File: src/rtl/puncture_depuncture_if.sv
// AXI-Stream style bundle (data, last, valid, ready) used on both sides of the
// puncture/depuncture engine.
interface puncture_depuncture_if #(
  parameter int WIDTH = 32
) ();
  logic [WIDTH-1:0] tdata;
  logic             tlast;
  logic             tvalid;
  logic             tready;

  modport master (output tdata, output tlast, output tvalid, input tready);
  modport slave  (input tdata, input tlast, input tvalid, output tready);
endinterface

File: src/rtl/puncture_depuncture.sv
// Packet-aware puncture/depuncture engine with shadowed runtime configuration.
// Define PUNCTURE_DEPUNCTURE_STATS_EN to add dropped/inserted word counters.
module puncture_depuncture #(
  parameter int                 WIDTH          = 32,
  parameter int                 MAX_LEN        = 16,
  parameter int                 DEFAULT_LEN    = 8,
  parameter logic [MAX_LEN-1:0] DEFAULT_VECTOR = 16'h00FF,
  parameter bit                 DEFAULT_MODE   = 1'b0,
  parameter logic [WIDTH-1:0]   FILL_VALUE     = '0
) (
  input  logic                             clk,
  input  logic                             reset,
  input  logic                             clear_i,
  input  logic [$clog2(MAX_LEN+1)-1:0]     cfg_len_i,
  input  logic                             cfg_len_stb_i,
  input  logic [MAX_LEN-1:0]               cfg_vector_i,
  input  logic                             cfg_vector_stb_i,
  input  logic                             cfg_mode_i,
  input  logic                             cfg_mode_stb_i,
  puncture_depuncture_if.slave             s_axis,
  puncture_depuncture_if.master            m_axis,
`ifdef PUNCTURE_DEPUNCTURE_STATS_EN
  input  logic                             stat_clr_i,
  output logic [31:0]                      stat_dropped_o,
  output logic [31:0]                      stat_inserted_o,
`endif
  output logic                             in_packet_o
);
  localparam int LW = $clog2(MAX_LEN + 1);
  localparam int IW = (MAX_LEN > 1) ? $clog2(MAX_LEN) : 1;
  localparam int EW = WIDTH + 1;

  logic               rst;
  logic [LW-1:0]      sh_len_q, sh_len_d, act_len_q, act_len_d, eff_len;
  logic [MAX_LEN-1:0] sh_vec_q, sh_vec_d, act_vec_q, act_vec_d, vec_eff;
  logic               sh_mode_q, sh_mode_d, act_mode_q, act_mode_d;
  logic [IW-1:0]      idx_q, idx_d, idx_next;
  logic               in_packet_q, in_packet_d, rdy_q;
  logic [WIDTH-1:0]   hold_q, hold_d;
  logic               hold_v_q, hold_v_d;
  logic [EW-1:0]      slot0_q, slot0_d, slot1_q, slot1_d, push0, push1;
  logic [1:0]         cnt_q, cnt_d;
  logic               push0_v, push1_v, pop, space_ok, cur_bit, accept, fill, commit;

  assign rst = reset | clear_i;

  assign eff_len  = (act_len_q == '0 || act_len_q > LW'(MAX_LEN)) ? LW'(MAX_LEN) : act_len_q;
  // An all-zero vector in depuncture mode would stall forever; treat it as all-ones.
  assign vec_eff  = (act_mode_q && act_vec_q == '0) ? '1 : act_vec_q;
  assign cur_bit  = vec_eff[idx_q];
  assign idx_next = (LW'(idx_q) == eff_len - LW'(1)) ? '0 : idx_q + IW'(1);

  // Input is only accepted when the output stage could take two words after this cycle's pop.
  assign pop      = (cnt_q != 2'd0) && m_axis.tready;
  assign space_ok = (cnt_q == 2'd0) || (cnt_q == 2'd1 && m_axis.tready);

  assign s_axis.tready = !rst && rdy_q && space_ok && (!act_mode_q || cur_bit);
  assign accept        = s_axis.tvalid && s_axis.tready;
  assign fill          = !rst && rdy_q && space_ok && act_mode_q && s_axis.tvalid && !cur_bit;

  assign m_axis.tvalid = (cnt_q != 2'd0);
  assign m_axis.tdata  = slot0_q[WIDTH-1:0];
  assign m_axis.tlast  = slot0_q[WIDTH];
  assign in_packet_o   = in_packet_q;

  always_comb begin
    hold_d   = hold_q;
    hold_v_d = hold_v_q;
    push0_v  = 1'b0;
    push1_v  = 1'b0;
    push0    = '0;
    push1    = '0;
    idx_d    = idx_q;
    if (accept) begin
      idx_d = s_axis.tlast ? '0 : idx_next;
      if (act_mode_q) begin
        push0_v = 1'b1;
        push0   = {s_axis.tlast, s_axis.tdata};
      end else if (s_axis.tlast) begin
        hold_v_d = 1'b0;
        if (cur_bit) begin
          push0_v = 1'b1;
          if (hold_v_q) begin
            push0   = {1'b0, hold_q};
            push1_v = 1'b1;
            push1   = {1'b1, s_axis.tdata};
          end else begin
            push0   = {1'b1, s_axis.tdata};
          end
        end else if (hold_v_q) begin
          push0_v = 1'b1;
          push0   = {1'b1, hold_q};
        end
      end else if (cur_bit) begin
        push0_v  = hold_v_q;
        push0    = {1'b0, hold_q};
        hold_d   = s_axis.tdata;
        hold_v_d = 1'b1;
      end
    end else if (fill) begin
      idx_d   = idx_next;
      push0_v = 1'b1;
      push0   = {1'b0, FILL_VALUE};
    end
  end

  always_comb begin
    slot0_d = slot0_q;
    slot1_d = slot1_q;
    cnt_d   = cnt_q;
    if (pop) begin
      slot0_d = slot1_q;
      cnt_d   = cnt_q - 2'd1;
    end
    if (push0_v) begin
      if (cnt_d == 2'd0) slot0_d = push0;
      else               slot1_d = push0;
      cnt_d = cnt_d + 2'd1;
    end
    if (push1_v) begin
      if (cnt_d == 2'd0) slot0_d = push1;
      else               slot1_d = push1;
      cnt_d = cnt_d + 2'd1;
    end
  end

  // Commit uses the post-strobe shadow so a strobe in the commit cycle wins.
  always_comb begin
    sh_len_d    = cfg_len_stb_i    ? cfg_len_i    : sh_len_q;
    sh_vec_d    = cfg_vector_stb_i ? cfg_vector_i : sh_vec_q;
    sh_mode_d   = cfg_mode_stb_i   ? cfg_mode_i   : sh_mode_q;
    commit      = !in_packet_q && !accept;
    act_len_d   = commit ? sh_len_d  : act_len_q;
    act_vec_d   = commit ? sh_vec_d  : act_vec_q;
    act_mode_d  = commit ? sh_mode_d : act_mode_q;
    in_packet_d = accept ? !s_axis.tlast : in_packet_q;
  end

  always_ff @(posedge clk) begin
    if (rst) begin
      sh_len_q    <= LW'(DEFAULT_LEN);
      sh_vec_q    <= DEFAULT_VECTOR;
      sh_mode_q   <= DEFAULT_MODE;
      act_len_q   <= LW'(DEFAULT_LEN);
      act_vec_q   <= DEFAULT_VECTOR;
      act_mode_q  <= DEFAULT_MODE;
      idx_q       <= '0;
      in_packet_q <= 1'b0;
      rdy_q       <= 1'b0;
      hold_q      <= '0;
      hold_v_q    <= 1'b0;
      slot0_q     <= '0;
      slot1_q     <= '0;
      cnt_q       <= 2'd0;
    end else begin
      sh_len_q    <= sh_len_d;
      sh_vec_q    <= sh_vec_d;
      sh_mode_q   <= sh_mode_d;
      act_len_q   <= act_len_d;
      act_vec_q   <= act_vec_d;
      act_mode_q  <= act_mode_d;
      idx_q       <= idx_d;
      in_packet_q <= in_packet_d;
      rdy_q       <= 1'b1;
      hold_q      <= hold_d;
      hold_v_q    <= hold_v_d;
      slot0_q     <= slot0_d;
      slot1_q     <= slot1_d;
      cnt_q       <= cnt_d;
    end
  end

`ifdef PUNCTURE_DEPUNCTURE_STATS_EN
  logic [31:0] dropped_q, inserted_q;
  logic        drop_ev;

  assign drop_ev         = accept && !act_mode_q && !cur_bit;
  assign stat_dropped_o  = dropped_q;
  assign stat_inserted_o = inserted_q;

  always_ff @(posedge clk) begin
    if (rst || stat_clr_i) begin
      dropped_q  <= '0;
      inserted_q <= '0;
    end else begin
      if (drop_ev && dropped_q != 32'hFFFF_FFFF)  dropped_q  <= dropped_q + 32'd1;
      if (fill && inserted_q != 32'hFFFF_FFFF)    inserted_q <= inserted_q + 32'd1;
    end
  end
`endif
endmodule

File: src/flat_wrapper.sv
// flat-port wrapper written by rule: the top's interface ports become plain ports
module puncture_depuncture_flat 
#(
  parameter int                 WIDTH          = 32,
  parameter int                 MAX_LEN        = 16,
  parameter int                 DEFAULT_LEN    = 8,
  parameter logic [MAX_LEN-1:0] DEFAULT_VECTOR = 16'h00FF,
  parameter bit                 DEFAULT_MODE   = 1'b0,
  parameter logic [WIDTH-1:0]   FILL_VALUE     = '0
)
  (clk, reset, clear_i, cfg_len_i, cfg_len_stb_i, cfg_vector_i, cfg_vector_stb_i, cfg_mode_i, cfg_mode_stb_i, in_packet_o, s_axis_tdata, s_axis_tlast, s_axis_tvalid, s_axis_tready, m_axis_tdata, m_axis_tlast, m_axis_tvalid, m_axis_tready);
  puncture_depuncture_if #(.WIDTH(WIDTH)) s_axis_i ();
  puncture_depuncture_if #(.WIDTH(WIDTH)) m_axis_i ();
  input  logic clk;
  input  logic reset;
  input  logic clear_i;
  input  logic [$clog2(MAX_LEN+1)-1:0] cfg_len_i;
  input  logic cfg_len_stb_i;
  input  logic [MAX_LEN-1:0] cfg_vector_i;
  input  logic cfg_vector_stb_i;
  input  logic cfg_mode_i;
  input  logic cfg_mode_stb_i;
  output logic in_packet_o;
  input wire logic [$bits(s_axis_i.tdata)-1:0] s_axis_tdata;
  input wire logic [$bits(s_axis_i.tlast)-1:0] s_axis_tlast;
  input wire logic [$bits(s_axis_i.tvalid)-1:0] s_axis_tvalid;
  output wire logic [$bits(s_axis_i.tready)-1:0] s_axis_tready;
  output wire logic [$bits(m_axis_i.tdata)-1:0] m_axis_tdata;
  output wire logic [$bits(m_axis_i.tlast)-1:0] m_axis_tlast;
  output wire logic [$bits(m_axis_i.tvalid)-1:0] m_axis_tvalid;
  input wire logic [$bits(m_axis_i.tready)-1:0] m_axis_tready;
  assign s_axis_i.tdata = s_axis_tdata;
  assign s_axis_i.tlast = s_axis_tlast;
  assign s_axis_i.tvalid = s_axis_tvalid;
  assign s_axis_tready = s_axis_i.tready;
  assign m_axis_tdata = m_axis_i.tdata;
  assign m_axis_tlast = m_axis_i.tlast;
  assign m_axis_tvalid = m_axis_i.tvalid;
  assign m_axis_i.tready = m_axis_tready;
  puncture_depuncture #(.WIDTH(WIDTH), .MAX_LEN(MAX_LEN), .DEFAULT_LEN(DEFAULT_LEN), .DEFAULT_VECTOR(DEFAULT_VECTOR), .DEFAULT_MODE(DEFAULT_MODE), .FILL_VALUE(FILL_VALUE)) u_core (.clk(clk), .reset(reset), .clear_i(clear_i), .cfg_len_i(cfg_len_i), .cfg_len_stb_i(cfg_len_stb_i), .cfg_vector_i(cfg_vector_i), .cfg_vector_stb_i(cfg_vector_stb_i), .cfg_mode_i(cfg_mode_i), .cfg_mode_stb_i(cfg_mode_stb_i), .s_axis(s_axis_i), .m_axis(m_axis_i), .in_packet_o(in_packet_o));
endmodule
File: config.mk
export PLATFORM = sky130hd
export DESIGN_NAME = puncture_depuncture_flat
export DESIGN_NICKNAME = d
export VERILOG_FILES = /design/src/rtl/puncture_depuncture_if.sv /design/src/rtl/puncture_depuncture.sv /design/src/flat_wrapper.sv
export SDC_FILE = /design/constraint.sdc
export NUM_CORES = 1
export LEC_CHECK = 0
export BUFFER_PORTS_ARGS = -buffer_cell sky130_fd_sc_hd__buf_2
export CAP_MARGIN = 5
export CORE_UTILIZATION = 57
export CTS_BUF_LIST = sky130_fd_sc_hd__clkbuf_16
export CTS_CLUSTER_SIZE = 16
export DETAILED_ROUTE_END_ITERATION = 10
export HOLD_SLACK_MARGIN = 0.1
export PLACE_DENSITY = 0.76
export SETUP_SLACK_MARGIN = 0.5
export SLEW_MARGIN = 40
export SYNTH_ARGS = -nofsm -noshare
export SYNTH_HDL_FRONTEND = slang
export SYNTH_SLANG_ARGS = --single-unit
File: constraint.sdc
create_clock -name clk -period 5.4 [get_ports clk]
set_clock_uncertainty 0.15 [all_clocks]
set_input_delay 0.27 -clock clk [delete_from_list [all_inputs] [get_ports clk]]
set_output_delay 0.27 -clock clk [all_outputs]
set_load 0.01 [all_outputs]
### After elaboration in Yosys (flattened, before gate mapping)

Index checks and enable logic that the tools add are counted.

| operators by class | value |
|---|---|
| add/sub/neg operators | 5 |
| order comparisons | 2 |
| equal/unequal tests | 2 |
| muxes and demuxes | 49 |
| bitwise logic cells | 3 |
| reduce and logical (&&, ||, !) cells | 30 |

Operators by type and width:

| kind | count |
|---|---|
| $mux 33 | 20 |
| $mux 16 | 2 |
| $mux 32 | 1 |
| $logic_not 16->1 | 1 |
| $mux 1 | 16 |
| $mux 4 | 4 |
| $logic_and 1x1->1 | 11 |
| $mux 5 | 2 |
| $logic_not 1->1 | 6 |
| $logic_not 2->1 | 3 |
| $mux 2 | 3 |
| $reduce_bool 2->1 | 3 |
| $eq 4x5->1 | 1 |
| $gt 5x5->1 const B | 1 |
| $logic_not 5->1 | 1 |
| $lt 4x5->1 const B | 1 |
| $sub 5x1->5 const B | 1 |
| $add 2x1->2 const B | 2 |
| $add 4x1->4 const B | 1 |
| $bmux 1 s4 | 1 |
| $reduce_and 4->1 | 1 |
| $logic_or 1x1->1 | 3 |
| $reduce_and 3->1 | 1 |
| $eq 2x1->1 const B | 1 |
| 3 further kinds | 4 |

| word-level totals | value |
|---|---|
| register bits | 151 |
| output and inout bits | 36 |

### Logic depth before layout (Yosys ltp)

Gate-level depths: netlist of the first run.

| logic depth | value |
|---|---|
| depth after elaboration | 13 |
| depth in mapped cells | 19 |
| mapped depth without buffers | 15 |

### Least setup slack after synthesis of the first run

Ideal clock, no wire load.

| timing path | value |
|---|---|
| path type | register -> register |
| start | reg u_core.idx_q[3] |
| end | reg u_core.slot0_q[22] |
| setup time | 0.060 ns |
| arrival | 3.297 ns |
| data required time | 5.190 ns |
| slack | 1.893 ns |
| cell stages (with the launch flop) | 19 |
| period minus slack after synthesis | 3.507 ns |
| cell sequence | dfxtp_1 -> buf_6 -> buf_6 -> mux2i_1 -> a22oi_1 -> and3_4 -> nor3_4 -> ha_1 -> nor2b_1 -> o211ai_1 -> o31ai_1 -> nor2_1 -> o21ai_0 -> ha_1 -> inv_1 -> o21ai_2 -> a2111oi_4 -> buf_6 -> a221o_1 |

| between the ends | value |
|---|---|
| cells in the longest elaborated chain, start to end | 10 |
| elaborated cells between the ends (all ways) | 32 |
| classes of those cells | 26 x mux; 6 x reduce/logical |

Ends and longest elaborated chain:

| element | RTL line | RTL |
|---|---|---|
| start: declaration | puncture_depuncture.sv:37 | `logic [IW-1:0] idx_q, idx_d, idx_next;` |
| start signal: assignment | puncture_depuncture.sv:162 | `idx_q <= idx_d;` |
| $bmux 1 s4 (*) | puncture_depuncture.sv:50 | `assign cur_bit = vec_eff[idx_q];` |
| $mux 1 (not written as such) (*) | puncture_depuncture.sv:50 |  |
| $mux 32, or another cell as far along | puncture_depuncture.sv:94 | `end else if (cur_bit) begin` |
| $mux 33, or another cell as far along | puncture_depuncture.sv:79 | `end else if (s_axis.tlast) begin` |
| $mux 33, or another cell as far along | puncture_depuncture.sv:76 | `if (act_mode_q) begin` |
| $mux 33 / $mux 1 (equally long branches) | puncture_depuncture.sv:74 | `if (accept) begin` |
| $mux 33 / $mux 2 (equally long branches) | puncture_depuncture.sv:116, puncture_depuncture.sv:115 |  |
| $mux 33 / $logic_not 2->1 (equally long branches) | puncture_depuncture.sv:115, puncture_depuncture.sv:121 |  |
| $mux 33 | puncture_depuncture.sv:121 | `if (cnt_d == 2'd0) slot0_d = push1;` |
| $mux 33 (*) | puncture_depuncture.sv:120 | `if (push1_v) begin` |
| end signal: assignment | puncture_depuncture.sv:167 | `slot0_q <= slot0_d;` |
| end: declaration | puncture_depuncture.sv:41 | `logic [EW-1:0] slot0_q, slot0_d, slot1_q, slot1_d, push0, push1;` |

Mark *: on every way between the ends. The rest lies on a longest branch, timed or not. The select of a mux whose other input is x is not followed.
A chain may end at the register's enable or synchronous reset.

### Worst setup path in the final report of the first run

| timing path | value |
|---|---|
| start | reg u_core.idx_q[3] |
| end | reg u_core.slot0_q[23] |

The elaborated chain is that of the path after synthesis.

==> run_results.csv, run 1 <==
group,metric,value,unit
critical_path,crit_path_cell_trace,"mux2i_1, a22oi_1, and3_4, nor3_4, ha_1, nor2b_1, o211ai_1, o31ai_1, nor2_1, o21ai_0, ha_1, inv_1, o21ai_2, a2111oi_4, buf_4, a221o_1",
critical_path,critPathKind,"flop to flop",
power,powerDensity,296,nW/um^2
synthesis,synth_cell_types,63,
critical_path,endpoint_kind,"flop",
synthesis,synthMuxAreaShare,0.137,
cells_and_area,n_antenna_cell,0,
floorplanning,fp.dieW,113,um
sta,finalHoldViolCount,0,
route,detail-route-antenna-nets,0,
place,port_buffers,98,
clock_tree,cts_tree,"done",
floorplanning,row_count,40,
grt,grt_overflow,0,
floorplanning,io_pins,99,
synthesis,synth_most_common_cell,"dfxtp_1",
critical_path,startpoint_type,"flop",
sta,slew_violations,0,
synthesis,synth.avg_cell_area,9.74,sq um
clock_tree,cts_num_sinks,151,
clock_tree,clk_latency,430,ps
sta,setup_viol,0,
grt,grt_start_max_net_pins,66,
flow_run,drv_cap,0,
critical_path,cp_slowest_cell,"dfxtp_1",
synthesis,synth_compound_area_frac,0.242,
synthesis,ys_seq_area_frac,0.430,
critical_path,crit_top_cell,"ha_1",
place,gp_congestion,0.902,
clock_tree,htreeDepth,4,
synthesis,synth_flop_cell,"dfxtp_1",
synthesis,syn-num-nets,793,
clock_tree,cts_setup_buffers,0,
cells_and_area,syn2layout_area_growth,23.9,%
critical_path,path_buf_inv,2,
sta,period_share,0.827,
sta,tightest_slew,698,ps
route,routed_wl,19.1,mm
synthesis,synth_top_family_by_area,"compound AO/OA/AOI/OAI gates",
synthesis,synth_largest_area_cell,"dfxtp_1",
floorplanning,initial_utilization,0.586,
floorplanning,die_y,113,um
grt,antenna_found_initial,0,
critical_path,slowest_delay,670,ps
sta,min_period,4470,ps
floorplanning,fp.coreArea,12000,sq um
synthesis,synthesis.area,7030,sq um
route,viasPerCell,6.30,
sta,rsz0062_at_grt,"no",
synthesis,synthCells,722,
min_path,worst_hold_path_type,"input pin to flop",
synthesis,synth_area_leaders,"dfxtp_1 (43%), mux2i_1 (13%), nor2_1 (4.7%)",
cells_and_area,drive_gt1_frac,0.187,
clock_tree,clockBufferDepth,2,
cells_and_area,multi_input_area,3700,sq um
synthesis,synth.top_cell.area_share,0.430,
critical_path,worst_path_dominant_cell_family,"compound AO/OA/AOI/OAI gates",
critical_path,crit_arrival,4670,ps
floorplanning,die_area,12800,sq um
place,place_hpwl,10.8,mm
route,drt_iter0_drc,489,
synthesis,synth_seq_cells,151,
synthesis,async_reset_ff_frac,0,
sta,max_freq,224,MHz
cells_and_area,seq_area,3020,sq um
clock_tree,cts_resized,0,
route,drc,0,
synthesis,synth-edff-count,0,
sta,timing.setup.tns,0,ps
clock_tree,hold_buffers,55,
cells_and_area,fin_nets,918,
clock_tree,cts.reportedPaths.clkPinSlew,60,ps
cells_and_area,final_util,0.726,
critical_path,crit_required,5600,ps
power,ir_drop,173,uV
route,via_count,6349,
critical_path,cp_max_fo,32,
cells_and_area,fill_cells,904,
sta,max_slew_margin,0.535,
synthesis,synth_fa_ha_area_frac,0.0142,
synthesis,synth-xor-area-share,0.00996,
synthesis,ys_warn_count,0,
status,status,"complete, no violations",
grt,grt_usage,0.303,
route,drtPass1Iterations,5,
grt,grt_pass1_wl,30.7,mm
synthesis,synth-simple-area-share,0.116,
clock_tree,numCtsBuffers,17,
power,p_leak,3.61,nW
grt,grt_pass1_vias,6408,
clock_tree,root_buffer,"clkbuf_16",
route,wl_per_cell,18.9,um
synthesis,synthTopCellsByCount,"dfxtp_1 (151), mux2i_1 (94), nor2_1 (88)",
-- where the power goes --
group / total, mW / internal [mW] / leakage (nW) / switching (mW)
Clock: 1.23 / 0.766 / 0.293 / 0.466
Sequential: 1.14 / 1.13 / 1.22 / 0.0105
Combinational: 0.211 / 0.101 / 2.09 / 0.109
Total: 2.58 / 2.00 / 3.61 / 0.585
-- metrics by stage --
step | instances | hold WS (ps) | power, mW | instance area (sq um) | setup WS [ps]
after floorplan | 722 | 259 | 1.27 | 7030 | 1890
after global placement | 918 | 305 | 1.33 | 7520 | 1170
after detailed placement | 920 | 310 | 1.34 | 7560 | 1010
after CTS | 1007 | 104 | 2.59 | 8720 | 1000
after global routing | 1007 | 130 | 2.65 | 8720 | 594
final | 1007 | 112 | 2.58 | 8720 | 932
-- logic make-up (layout without fill, tap and decap cells) --
group | after synthesis | after routing
compound gates | 220 | 220
simple gates | 167 | 167
flops | 151 | 151
mux | 96 | 96
buf+inv | 72 | 210
fa+ha+maj | 8 | 8
xor+xnor | 8 | 8
-- layer usage --
layer	vias to the layer above	routed length (um)	global-route usage
met2	252	9610	0.549
met1	3083	7850	0.342
met4	0	414	0.135
li1	2969	-	-
met5	-	0	0
met3	45	1180	0.0627
-- placed cells by master (no fill, tap or decap), types with 3 or more instances in the layout --
cell type and n:
a21o_1 3, a21oi_1 41, a221o_1 32, a22o_1 11
a22oi_1 4, a2bb2oi_1 32, a31oi_1 3, a32oi_1 32
and3_1 5, and4_1 4, buf_2 98, buf_4 11
bufinv_16 4, clkbuf_16 17, clkinv_1 5, clkinv_2 3
dfxtp_1 151, dlygate4sd3_1 55, ha_1 8, inv_1 11
mux2i_1 94, nand2_1 22, nand2b_1 3, nand3_1 8
nor2_1 88, nor2b_1 6, nor3_1 4, nor4_1 3
o21ai_0 34, o22a_1 13, xnor2_1 6
-- state kept, by name, indices dropped and copies added, names as in the netlist --
name	cells
u_core.act_len_q	5
u_core.act_mode_q	1
u_core.act_vec_q	16
u_core.cnt_q	2
u_core.hold_q	32
u_core.hold_v_q	1
u_core.idx_q	4
u_core.in_packet_o	1
u_core.rdy_q	1
u_core.sh_len_q	5
u_core.sh_mode_q	1
u_core.sh_vec_q	16
u_core.slot0_q	33
u_core.slot1_q	33
-- tightest hold or removal path, delay by kind of cell --
kind / cells / cell delay (ps)
simple gates: 1 / 60
buf+inv: 1 / 150
mux: 1 / 150
-- area by class of cell --
type / instances / share of cell area
Multi-Input combinational cell: 499 / 0.425
Timing Repair Buffer: 166 / 0.132
Clock buffer: 17 / 0.0488
Inverter: 12 / 0.00517
Clock inverter: 15 / 0.0210
Sequential cell: 151 / 0.347
Tap cell: 147 / 0.0211
-- worst paths after layout --
path                                                    start                       endpoint  slack, ps  cells past startpoint
worst min-delay path                            cfg_len_stb_i  u_core.sh_len_q[1]$_SDFF_PN0_        110                      3
worst max register to register   u_core.idx_q[3]$_SDFFE_PN0P_  u_core.slot0_q[23]$_SDFF_PN0_        930                     16
worst max-delay path             u_core.idx_q[3]$_SDFFE_PN0P_  u_core.slot0_q[23]$_SDFF_PN0_        930                     16
worst min register to register  u_core.sh_vec_q[6]$_SDFF_PN1_  u_core.sh_vec_q[6]$_SDFF_PN1_        330                      2
No activity file was read; power rests on OpenSTA's default activity.
==> inputs of run 2 (changes only) <==
--- a/config.mk
+++ b/config.mk
@@ -5,6 +5,7 @@
 export SDC_FILE = /design/constraint.sdc
 export NUM_CORES = 1
 export LEC_CHECK = 0
+export ABC_AREA = 1
 export BUFFER_PORTS_ARGS = -buffer_cell sky130_fd_sc_hd__buf_2
 export CAP_MARGIN = 5
 export CORE_UTILIZATION = 57
@@ -12,7 +13,7 @@
 export CTS_CLUSTER_SIZE = 16
 export DETAILED_ROUTE_END_ITERATION = 10
 export HOLD_SLACK_MARGIN = 0.1
-export PLACE_DENSITY = 0.76
+export PLACE_DENSITY = 0.75
 export SETUP_SLACK_MARGIN = 0.5
 export SLEW_MARGIN = 40
 export SYNTH_ARGS = -nofsm -noshare
==> constraint.sdc (replaced) <==
create_clock -name clk -period 4.3 [get_ports clk]
set_clock_uncertainty 0.15 [all_clocks]
set_input_delay 0.215 -clock clk [delete_from_list [all_inputs] [get_ports clk]]
set_output_delay 0.215 -clock clk [all_outputs]
set_load 0.01 [all_outputs]
==> run 2 against run 1 <==
  * Sequential cell count did not move
  * Via count rose by 49%
  * Fmax rose by 29%
  * Register-to-register slack got worse by 100 ps
  * Final cell count rose by 79%
  * Worst hold slack improved by 24 ps
  * Global-route usage rose by 0.63 points
  * Combinational power rose by 66%
  * Die area rose by 30%
  * Final area rose by 23%
  * Critical path type unchanged
  * Highest routed layer unchanged
==> run_results.csv, run 2 <==
group,metric,value,unit
cells_and_area,seq_area,3020,sq um
clock_tree,cts_num_sinks,151,
power,p_sw_frac,0.259,
cells_and_area,final_util,0.697,
place,gp_congestion,0.862,
power,ir_drop,338,uV
clock_tree,clk_latency,430,ps
sta,max_slew_margin,0.465,
cells_and_area,layout_common_cells,"nand2_1 (473), nand3_1 (162), dfxtp_1 (150), a21oi_1 (138), nor2_1 (135)",
synthesis,synth_fa_ha_area_frac,0.0109,
status,status,"complete, no violations",
clock_tree,numCtsBuffers,17,
critical_path,crit_top_cell,"nand3_1",
cells_and_area,syn2layout_area_growth,17.5,%
synthesis,synth_largest_area_cell,"dfxtp_1",
place,placed_cell_area,9530,sq um
sta,slew_violations,0,
synthesis,synth.top_cell.area_share,0.330,
synthesis,synth-edff-count,0,
synthesis,ys_seq_area_frac,0.330,
critical_path,cp_max_fo,35,
synthesis,synthesis.area,9160,sq um
power,power_frac_comb,0.109,
cells_and_area,design_area,10800,sq um
floorplanning,die_area,16600,sq um
sta,tightest_slew,802,ps
clock_tree,cts_tree,"done",
critical_path,worst_path_dominant_cell_family,"simple AND/OR/NAND/NOR gates",
synthesis,async_reset_ff_frac,0,
critical_path,r2r_cells,13,
critical_path,r2r-end,"u_core.slot1_q[4]$_SDFF_PN0_",
cells_and_area,drive_gt1_frac,0.145,
synthesis,ys_warn_count,0,
critical_path,reg2reg_slack,830,ps
sta,worst_slack,831,ps
synthesis,synth_cell_types,36,
sta,max_freq,288,MHz
cells_and_area,final_common_cell,"nand2_1",
critical_path,path_buf_inv,3,
min_path,worst_hold_path_type,"input pin to flop",
clock_tree,cts.reportedPaths.clkPinSlew,60,ps
floorplanning,io_pins,99,
place,port_buffers,98,
route,wl_per_cell,13.8,um
sta,setup_viol,0,
synthesis,synth_compound_area_frac,0.123,
route,via_count,9458,
cells_and_area,multi_input_area,5020,sq um
route,drt_iter0_drc,782,
cells_and_area,n_antenna_cell,0,
place,pre_cts_slack,794,ps
grt,antenna_found_initial,0,
synthesis,synthTopCellsByCount,"nand2_1 (473), nand3_1 (162), dfxtp_1 (151)",
clock_tree,htreeDepth,4,
synthesis,synth-simple-area-share,0.364,
grt,grt_pass1_wl,41.1,mm
grt,grt_usage,0.309,
power,fin_total_pwr,3.24,mW
sta,finalHoldViolCount,0,
cells_and_area,fin_nets,1646,
sta,min_period,3470,ps
clock_tree,root_buffer,"clkbuf_16",
critical_path,crit_required,4510,ps
power,power_frac_seq,0.441,
floorplanning,initial_utilization,0.594,
grt,grt_pass1_vias,8659,
synthesis,synth_top_family_by_area,"simple AND/OR/NAND/NOR gates",
cells_and_area,reg_top3,"u_core.slot0_q x33, u_core.slot1_q x33, u_core.hold_q x32",
critical_path,crit_cells,13,
clock_tree,cts_setup_buffers,0,
route,drtPass1Iterations,8,
route,viasPerCell,5.26,
power,p_int,2.40,mW
floorplanning,die_y,129,um
floorplanning,row_count,45,
synthesis,synth_area_leaders,"dfxtp_1 (33%), nand2_1 (19%), nand3_1 (8.9%)",
critical_path,slowest_delay,790,ps
critical_path,endpoint_kind,"flop",
route,routed_wl,24.8,mm
synthesis,synth_flop_cell,"dfxtp_1",
route,detail-route-antenna-nets,0,
critical_path,crit_arrival,3680,ps
critical_path,crit_path_cell_trace,"inv_1, nand3_1, nand3_1, nand3_1, nand2_2, nand2_2, buf_4, nand2_2, nand2_4, nand3_4, inv_2, nand3_1, a21oi_2",
place,placedCellCount,1701,
synthesis,synthCells,1474,
floorplanning,fp.coreArea,15400,sq um
power,powerDensity,301,nW/um^2
grt,grt_start_max_net_pins,104,
synthesis,synth.avg_cell_area,6.21,sq um
floorplanning,fp.dieW,129,um
place,place_hpwl,13.7,mm
critical_path,startpoint_type,"flop",
synthesis,synthMuxAreaShare,0.0406,
sta,period_share,0.807,
critical_path,rr_startpoint,"u_core.idx_q[1]$_SDFFE_PN0P_",
synthesis,syn-num-nets,1545,
cells_and_area,fill_cells,1416,
sta,rsz0062_at_grt,"yes",
critical_path,cp_slowest_cell,"inv_2",
synthesis,synth_seq_cells,151,
cells_and_area,fin_cells,1798,
sta,fin_hold_ws,136,ps
power,power.switching,0.838,mW
critical_path,critPathKind,"flop to flop",
power,p_leak,5.16,nW
critical_path,endpoint,"u_core.slot1_q[4]$_SDFF_PN0_",
route,drc,0,
sta,timing.setup.tns,0,ps
flow_run,drv_cap,0,
power,p_clk_frac,0.450,
grt,grt_overflow,0,
clock_tree,clockBufferDepth,2,
synthesis,synth-xor-area-share,0.00861,
critical_path,crit_start,"u_core.idx_q[1]$_SDFFE_PN0P_",
synthesis,synth_most_common_cell,"nand2_1",
## run 2: cell types whose count changed after synthesis, sizes merged, moves of 11 or more
cell,previous run,this run
a21oi,43,147
a221o,32,0
a22o,11,0
a2bb2oi,32,0
a32oi,32,0
buf,22,52
inv,11,159
mux2,2,33
mux2i,94,0
nand2,23,480
nand3,8,166
nor2,90,138
o21ai,36,69
o22a,13,0
## run 2: how the worst min path moves through the flow
stage	start	endpoint	slack, ps	cells past startpoint
after floorplan	s_axis_tlast	u_core.hold_v_q$_SDFFE_PN0P_	160	1
final	reset	u_core.sh_vec_q[3]$_SDFF_PN1_	140	4
after detailed placement	u_core.sh_vec_q[3]$_SDFF_PN1_	u_core.sh_vec_q[3]$_SDFF_PN1_	290	2
after global placement	u_core.sh_vec_q[0]$_SDFF_PN1_	u_core.sh_vec_q[0]$_SDFF_PN1_	290	2
after CTS	cfg_len_stb_i	u_core.sh_len_q[4]$_SDFF_PN0_	120	6
after global routing	reset	u_core.sh_vec_q[2]$_SDFF_PN1_	150	4
## run 2: worst register-to-register path, delay by kind of cell, from the launching register on
| family | cells | cell delay, ps |
|---|---|---|
| buf+inv | 3 | 1250 |
| compound gates | 1 | 170 |
| simple gates | 9 | 1320 |
| flops | 1 | 510 |
## run 2: power by group through the flow
| stage | Clock (mW) | Combinational, mW | Sequential, mW |
|---|---|---|---|
| after floorplan | 0 | 0.216 | 1.46 |
| after global placement | 0 | 0.293 | 1.46 |
| after detailed placement | 0 | 0.296 | 1.46 |
| after CTS | 1.47 | 0.344 | 1.43 |
| after global routing | 1.53 | 0.394 | 1.43 |
| final | 1.46 | 0.351 | 1.43 |
## run 2: cells by family after synthesis
| logic type | count (synthesis) |
|---|---|
| AO/OA/AOI/OAI | 217 |
| XOR/XNOR | 9 |
| adder cells (fa/ha/maj) | 8 |
| buffers and inverters | 259 |
| flip-flops | 151 |
| multiplexers | 33 |
| AND/OR/NAND/NOR | 797 |
## run 2: repair_timing
item | in CTS | in global routing
resized for setup | 0 | 2
endpoints found under the setup margin | 0 | 33
hold endpoints to repair | 135 | 0
hold buffers | 66 | 0
## run 2: final cells by class
class,count,share of cell area
multi-input cells,1064,0.467
well taps,211,0.0245
repair buffers,181,0.119
inverters,160,0.0559
clock buffers,17,0.0395
clock inverters,14,0.0128
flip-flops and latches,151,0.281
## run 2: metal layers
metal / part of all wire / global-route usage
met3: 0.067 / 0.0541
met5: 0 / 0
met1: 0.45 / 0.388
met2: 0.47 / 0.537
met4: 0.018 / 0.102
==> inputs of run 3 (changes only) <==
==> constraint.sdc (replaced) <==
create_clock -name clk -period 3.3 [get_ports clk]
set_clock_uncertainty 0.15 [all_clocks]
set_input_delay 0.165 -clock clk [delete_from_list [all_inputs] [get_ports clk]]
set_output_delay 0.165 -clock clk [all_outputs]
set_load 0.01 [all_outputs]
==> run 3 against run 2 <==
  * Die area stayed put
  * Core utilization is 5.9 points higher
  * Non-clock buffer count is 46 higher
  * Global-route usage is 2.0 points higher
  * Clock-buffer cell count stayed put
  * Sequential cell count stayed put
  * Fmax is 23% higher
  * Power is 31% higher
  * Largest cell class unchanged
  * Highest routed layer unchanged
==> run_results.csv, run 3 (synthesis gave the netlist of run 2 again) <==
group,metric,value,unit
sta,setup_viol,0,
route,viasPerCell,5.38,
clock_tree,cts_num_sinks,151,
grt,antenna_found_initial,0,
critical_path,crit_required,3520,ps
cells_and_area,final_common_cell,"nand2_1",
cells_and_area,layout_common_cells,"nand2_1 (457), nand3_1 (149), dfxtp_1 (145), nor2_1 (133), inv_1 (130)",
clock_tree,clockBufferDepth,2,
min_path,whs_path_depth,7,
min_path,worst_hold_path_type,"input pin to flop",
cells_and_area,fill_cells,1205,
sta,fin_hold_ws,305,ps
critical_path,cp_max_fo,4,
clock_tree,root_buffer,"clkbuf_16",
cells_and_area,syn2layout_area_growth,27.5,%
route,drtPass1Iterations,5,
sta,timing.setup.tns,0,ps
cells_and_area,drive_gt1_frac,0.203,
place,gp_congestion,0.841,
status,status,"complete, no violations",
grt,grt_pass1_wl,43.5,mm
sta,min_period,2820,ps
power,p_leak,5.47,nW
route,wl_per_cell,14.9,um
clock_tree,cts_tree,"done",
grt,grt_start_max_net_pins,94,
place,place_hpwl,14.3,mm
critical_path,crit_top_cell,"buf_4",
floorplanning,die_area,16600,sq um
critical_path,critPathKind,"flop to flop",
route,drt_iter0_drc,920,
floorplanning,die_y,129,um
power,powerDensity,362,nW/um^2
sta,finalHoldViolCount,0,
sta,period_share,0.854,
critical_path,endpoint_kind,"flop",
clock_tree,clk_latency,440,ps
critical_path,cp_slowest_cell,"dfxtp_2",
critical_path,startpoint_type,"flop",
grt,grt_usage,0.329,
cells_and_area,reg_top3,"u_core.slot0_q x33, u_core.slot1_q x33, u_core.hold_q x32",
flow_run,drv_cap,0,
floorplanning,initial_utilization,0.594,
power,ir_drop,372,uV
clock_tree,numCtsBuffers,17,
sta,tightest_slew,829,ps
grt,grt_overflow,0,
critical_path,crit_path_cell_trace,"or2_1, nor3_2, nand3_2, nand2_4, inv_2, ha_4, nor2_4, nor2_4, nand2_4, nand3b_1, buf_4, buf_4, buf_4, buf_4, buf_4, buf_4, nand3_1, nand2_1, nor2_1",
sta,max_slew_margin,0.448,
cells_and_area,fin_nets,1700,
floorplanning,io_pins,99,
critical_path,r2r_cells,19,
route,via_count,9970,
floorplanning,fp.dieW,129,um
place,port_buffers,98,
grt,grt_pass1_vias,8988,
floorplanning,row_count,45,
route,routed_wl,27.5,mm
sta,slew_violations,0,
route,detail-route-antenna-nets,0,
critical_path,crit_arrival,3040,ps
sta,rsz0062_at_grt,"yes",
clock_tree,cts.reportedPaths.clkPinSlew,70,ps
route,drc,0,
floorplanning,fp.coreArea,15400,sq um
clock_tree,htreeDepth,4,
sta,max_freq,355,MHz
critical_path,slowest_delay,330,ps
cells_and_area,n_antenna_cell,0,
-- run 3: cell type report --
cell class	instances	area [sq um]	area share
Sequential cell	151	3030	0.260
Inverter	160	624	0.0535
Timing Repair Buffer	227	1830	0.157
Clock buffer	17	425	0.0364
Clock inverter	15	121	0.0104
Tap cell	211	264	0.0226
Multi-Input combinational cell	1070	5350	0.458
Timing Repair inverter	2	20.0	0.00171
-- run 3: per-layer routing --
layer | vias up | GRT usage | wire length [um]
met5 | - | 0 | 0
met4 | 0 | 0.139 | 714
met3 | 69 | 0.0528 | 2020
met2 | 403 | 0.564 | 13200
met1 | 4528 | 0.410 | 11600
li1 | 4970 | - | -
-- run 3: repair_timing --
item,in CTS,in global routing
cloned,4,5
hold buffers,77,0
gates resized for setup,21,52
pin swaps,7,18
setup buffers,19,8
hold endpoints to repair,146,0
setup endpoints to repair,88,103
-- run 3: worst max-delay path: cells and delay by family (launching register included) --
family        cells  cell delay [ps]
simple gates     11             1290
buf+inv           7              830
flops             1              330
fa+ha+maj         1              150
-- run 3: power by group --
part           total, mW  switching (mW)  internal [mW]
Combinational      0.518           0.307          0.211
Sequential          1.86          0.0130           1.85
Clock               1.85           0.876          0.978
Total               4.23            1.20           3.04
-- run 3: metrics by stage --
step                      power (mW)  instance area [sq um]  worst slack, ps  cells  utilization
after floorplan                 2.18                   9280              229   1474            -
after global placement          2.28                   9690              187   1708        0.628
after detailed placement        2.29                   9700              114   1708        0.629
after CTS                       4.19                  11300              506   1840        0.734
after global routing            4.37                  11700              331   1853        0.757
final                           4.23                  11700              481   1853        0.757
-- run 3: worst paths after layout --
path / to / startpoint / slack, ps
worst min register to register: u_core.sh_vec_q[5]$_SDFF_PN1_ / u_core.sh_vec_q[5]$_SDFF_PN1_ / 310
worst min-delay path: u_core.idx_q[3]$_SDFFE_PN0P_ / clear_i / 310
worst max-delay path: u_core.cnt_q[0]$_SDFF_PN0_ / u_core.act_vec_q[7]$_SDFFE_PN1P_ / 480
worst max register to register: u_core.cnt_q[0]$_SDFF_PN0_ / u_core.act_vec_q[7]$_SDFFE_PN1P_ / 480
